==> config.mk <==
export PLATFORM = sky130hd
export DESIGN_NAME = cv32e40x_elastic_pipe
export DESIGN_NICKNAME = d
export VERILOG_FILES = /design/src/rtl/cv32e40x_elastic_pipe.sv
export SDC_FILE = /design/constraint.sdc
export NUM_CORES = 1
export LEC_CHECK = 0
export ABC_AREA = 1
export CORE_ASPECT_RATIO = 1.1
export CORE_MARGIN = 5
export CORE_UTILIZATION = 50
export DETAILED_ROUTE_END_ITERATION = 10
export HOLD_SLACK_MARGIN = 0.12
export MAX_ROUTING_LAYER = met4
export PLACE_DENSITY = 0.81
export SLEW_MARGIN = 20
export SYNTH_ARGS = -nofsm -noshare
export SYNTH_HDL_FRONTEND = slang
export SYNTH_SLANG_ARGS = --single-unit
export TNS_END_PERCENT = 100
==> constraint.sdc <==
create_clock -name clk -period 4.6 [get_ports clk]
set_input_delay 1.38 -clock clk [delete_from_list [all_inputs] [get_ports clk]]
set_output_delay 1.38 -clock clk [all_outputs]
set_load 0.01 [all_outputs]
==> src/rtl/cv32e40x_elastic_pipe.sv <==
// -----------------------------------------------------------------------------
// cv32e40x_elastic_pipe
//
// DEPTH-stage elastic register chain with a valid/ready handshake at both ends.
// Empty stages (bubbles) collapse: a stage accepts a word whenever it is empty
// or the stage downstream of it can move, so a stall at the output only freezes
// the words that are packed against it.
//
// Ports
//   clk        single clock, rising edge
//   rst        asynchronous active-high reset (clears valids, loads RESET_VALUE)
//   flush      synchronous discard of every stored word (data kept, valid cleared)
//   in_valid   producer offers in_data
//   in_ready   pipe accepts in_data this cycle
//   in_data    producer payload
//   out_valid  output-side stage holds a word
//   out_ready  consumer takes out_data this cycle
//   out_data   payload of the output-side stage
//   count      number of valid stages, from registered state only
// -----------------------------------------------------------------------------
module cv32e40x_elastic_pipe #(
  parameter int                    WORD_WIDTH  = 32,
  parameter int                    DEPTH       = 2,
  parameter logic [WORD_WIDTH-1:0] RESET_VALUE = '0,
  parameter int                    CNT_WIDTH   = $clog2(DEPTH + 1)
) (
  input  logic                  clk,
  input  logic                  rst,
  input  logic                  flush,
  input  logic                  in_valid,
  output logic                  in_ready,
  input  logic [WORD_WIDTH-1:0] in_data,
  output logic                  out_valid,
  input  logic                  out_ready,
  output logic [WORD_WIDTH-1:0] out_data,
  output logic [CNT_WIDTH-1:0]  count
);

  logic [WORD_WIDTH-1:0] data_reg [DEPTH];
  logic [DEPTH-1:0]      valid_reg;

  // ready[k]: stage k may load this edge.
  logic [DEPTH-1:0]      ready;
  // What stage k would load: the producer for stage 0, the previous stage otherwise.
  logic [DEPTH-1:0]      load_valid;
  logic [WORD_WIDTH-1:0] load_data [DEPTH];

  generate
    for (genvar gi = 0; gi < DEPTH; gi++) begin : g_stage
      // Unrolled form of ready[k] = !valid[k] | ready[k+1]: a stage can move
      // when the consumer takes a word or any stage from here to the output
      // end is empty. Written flat so the chain has no self-referencing vector.
      assign ready[gi] = out_ready | ~(&valid_reg[DEPTH-1:gi]);

      if (gi == 0) begin : g_head
        assign load_valid[gi] = in_valid;
        assign load_data[gi]  = in_data;
      end else begin : g_body
        assign load_valid[gi] = valid_reg[gi-1];
        assign load_data[gi]  = data_reg[gi-1];
      end
    end
  endgenerate

  always_ff @(posedge clk or posedge rst) begin
    if (rst) begin
      valid_reg <= '0;
      for (int k = 0; k < DEPTH; k++) begin
        data_reg[k] <= RESET_VALUE;
      end
    end else if (flush) begin
      // Data registers are left untouched on flush; only occupancy is dropped.
      valid_reg <= '0;
    end else begin
      for (int k = 0; k < DEPTH; k++) begin
        if (ready[k]) begin
          valid_reg[k] <= load_valid[k];
          // Only real words are written into the data registers.
          if (load_valid[k]) begin
            data_reg[k] <= load_data[k];
          end
        end
      end
    end
  end

  // Flush masks both handshakes so nothing transfers in the flushing cycle.
  assign in_ready  = ready[0] & ~flush;
  assign out_valid = valid_reg[DEPTH-1] & ~flush;
  assign out_data  = data_reg[DEPTH-1];

  always_comb begin
    count = '0;
    for (int k = 0; k < DEPTH; k++) begin
      count = count + CNT_WIDTH'(valid_reg[k]);
    end
  end

endmodule

# After elaboration in Yosys (flattened, before gate mapping)
# Cells that the tools add are included.
# op_classes
n_addsub	1
shifts	0
bitwise_logic	7
multipliers	0
reduce_logical	5
magnitude_cmp	0
div_mod_pow	0
n_eq_ne	0
n_mux	3
# ops
operator	count
3-bit AND reduction	2
2-bit nonzero test	2
1-bit NOT	3
1-bit by 1-bit adder with 2-bit output	1
1-bit bitwise AND	2
1-bit two-way mux	2
2-bit two-way mux	1
1-bit OR	2
2-bit AND reduction	1
# word_totals
memories	0
in_bits	37
mem_bits_ro	0
latch_bits	0
out_inout_bits	36
regBits	66
mem_bits_rw	0
elab_cells	20

# Depth between registers and ports, before layout
# Gate-level depths: netlist of run 1.
# depth
depth_word	5
ltp_mapped	6
ltp_nobuf	5

# Least setup slack after synthesis of run 1
# Ideal clock, no wire load.
# synth_path
path_type	input port to output port
from	input port out_ready
to	output port in_ready
path_slack_ps	1608
t_required_ps	3220
n_path_buf	0
cell_stages	2
t_arrival_ps	1612
path_cell_list	inv_2 -> a21oi_1
# synth_via
elab_chain_len	2
# synth_lines
element	line	text
start, declared	34	input logic out_ready,
1-bit OR	53	assign ready[gi] = out_ready | ~(&valid_reg[DEPTH-1:gi]);
1-bit bitwise AND	88	assign in_ready = ready[0] & ~flush;
end, declared	31	output logic in_ready,
# Every way passes these cells.

# Worst setup path in the final report of run 1
# layout_path
from	input port flush
to	output port in_ready
# layout_via
elab_chain_len	2
# layout_lines
element	line	text
start, declared	29	input logic flush,
1-bit NOT (no source line)	--	
1-bit bitwise AND	88	
# Every way passes these cells.

==> flow_summary.toml, run 1 <==
[logic_synthesis]
synth_common_cells = "nand2_1 (131), dfrtp_1 (66), nand3_1 (65)"
ys_ff_latch = 66
synth_ff_type = "dfrtp_1"
synth_top_area_share_pct = 56.15
yosys.area.top_type = "dfrtp_1"
ys_warn_count = 0
synth_area_per_cell_sq_um = 9.051
syn-num-nets = 363
synth-edff-count = 0
ys_seq_area_share_pct = 56.15
syn_inst = 325
syn_area_sq_um = 2942
ys_top_cells_by_area = "dfrtp_1 (56%), nand2_1 (17%), nand3_1 (11%), buf_4 (9.7%), buf_6 (2.3%)"
ys_types = 13
synth_most_common_cell = "nand2_1"
synth_async_sr_flop_share_pct = 100.0

[run]
drv_cap = 0

[floorplanning]
coreArea_sq_um = 5733
die_height_microns = 90.45
start_util_pct = 51.31
die-area_sq_um = 7519
ioPinCount = 73
rows = 29
fp.dieW_microns = 83.13

[sta]
finalHoldViolCount = 0
max_clock_freq_mhz = 245.5
slew-limit-headroom_pct = 45.33
skew_ns = 0.005424
worst_pin_slew_ns = 0.8181
slew_viol_final = 0
setup_viol = 0
rsz0062_at_grt = "no"
tns_ns = 0
period_needed_ns = 4.073
fin_crit_sh_pct = 88.54

[hold_path]
worstHoldStart = "out_data[6]$_DFFE_PP0P_"
min_path_cells = 2
worstHoldEndpoint = "out_data[6]$_DFFE_PP0P_"
hold_path_class = "reg -> reg"

[detailed_routing]
viasPerCell = 4.887
wl_mm = 6.377
routed-via-count = 2170
drt-pass1-iter-count = 4
drtIter0Drc = 121
ant_nets = 0
drc = 0
wl_per_cell_microns = 14.36

[layout]
finish.instance_area_sq_um = 3570
drive_gt1_share_pct = 6.267
final_util_pct = 62.27
antenna-diode-count = 0
area_growth_pct = 21.35
nNetsFinal = 400
fin_cells = 444

[critical_path]
cpMostUsedCell = "clkdlybuf4s50_1"
r2r_setup_slack_ns = 2.65
r2r_start = "valid_reg[0]$_DFFE_PP0P_"
crit_type = "in -> out"
slowest_stage = "clkdlybuf4s50_1"
path_cells = "clkdlybuf4s50_1, a21oi_1, clkdlybuf4s50_1"
arrival_ns = 2.69
r2r-end = "data_reg[34]$_DFFE_PP0P_"
cp.buffers_inverters = 2
crit_path_end_kind = "primary output"
cp.required_ns = 3.22
start_kind = "input pin"
crit_family = "buffers and inverters"
cp_max_fo = 5
r2r_cells = 6
critical_path.max_stage_delay_ns = 0.56

[pwr]
power_density_nw_per_um2 = 413.0
vdd_drop_max_mv = 0.2617
p_total_w = 0.001474
p_leak_nw = 1.805

[cts]
path_clk_slew_ns = 0.07
postCtsResizedCells = 0
cts-root-buf = "clkbuf_8"
cts_tree = "done"
cts_num_sinks = 66
clock_latency_ns = 0.34
post_cts_buffers = 0
htreeDepth = 3
clockBufferDepth = 2
cts_buffers = 9
ctsHoldBuffers = 0

[global_routing]
grt_usage_pct = 18.40
grt_pass1_vias = 2242
grt_overflow = 0
antenna_found_initial = 0
grt_max_degree = 35
grt_pass1_wl_mm = 10.87

[place]
gp_congestion = 0.7750
dpl.cell_count = 428
dpl-instance-area_sq_um = 3406
place_hpwl_mm = 4.187
portBuffers = 72

[run_status]
status = "completed"
cell usage in the layout (no fill, tap or decap), types with 2 or more instances in the layout:
cell type	netlist	routed
a21oi_1	2	2
buf_4	38	4
clkbuf_1	0	3
clkbuf_8	0	10
clkdlybuf4s50_1	0	72
clkinv_2	0	3
dfrtp_1	66	66
inv_1	4	3
inv_2	1	2
nand2_1	131	131
nand2_4	2	2
nand3_1	65	65
nor2_4	2	2
area by class of cell:
class                      count  area (sq um)
timing repair buffer          76         750.7
multi-input combinational    204         888.4
clock inverter                 3         15.01
inverter                       5         18.77
clock buffer                  13         148.9
tap                           77         96.34
fill                         534          2163
sequential                    66          1652
power breakdown:
part / internal, W / total (W) / leakage (nW) / switching, W
logic: 0.000177 / 0.000326 / 0.883 / 0.000150
clock network: 0.000208 / 0.000411 / 0.0872 / 0.000202
registers: 0.000681 / 0.000737 / 0.834 / 0.0000568
per-stage QoR:
step | setup WS [ns] | hold slack (ns)
floorplan | 1.565 | 0.4425
global placement | 0.5811 | 0.4530
detailed placement | 0.5375 | 0.4573
CTS | 0.5352 | 0.4739
global route | 0.5083 | 0.4874
finish | 0.5269 | 0.4696
worst min-delay path: stages, from the launching register on:
cell and delay, ns:
dfrtp_1 0.34, nand2_1 0.05, nand2_1 0.04
worst max path at each step:
stage	start	end	slack, ns	cells past startpoint
6_report	flush	in_ready	0.53	3
5_1_grt	flush	in_ready	0.51	3
4_1_cts	flush	out_valid	0.54	3
3_5_place_dp	flush	out_valid	0.54	3
3_3_place_gp	flush	in_ready	0.58	3
2_1_floorplan	rst	data_reg[32]$_DFFE_PP0P_	1.57	1
logic make-up (layout without fill, tap and decap cells):
kind of cell,Yosys count,after routing,share of synthesized area [%]
adder cells (fa/ha/maj),1,1,0.4253
AND/OR/NAND/NOR,201,201,29.43
AO/OA/AOI/OAI,2,2,0.3403
flip-flops,66,66,56.15
buffers and inverters,55,97,13.65
metal layers:
metal	up-vias	part of all wire (%)	track usage (%)	routed length, microns
met5	-	0	-	0
met4	0	2.5	8.447	160
met3	12	5.6	4.562	359
met2	63	51	30.35	3235
met1	1017	41	21.11	2622
li1	1078	-	-	-
Note: power is estimated with default switching activity, not from simulation.
==> run 2: changes to the inputs <==
ABC_CLOCK_PERIOD_IN_PS = 4600   (was not set)
==> results of run 2 <==
Final layout, timing and power as in run 1 (identical DEF).
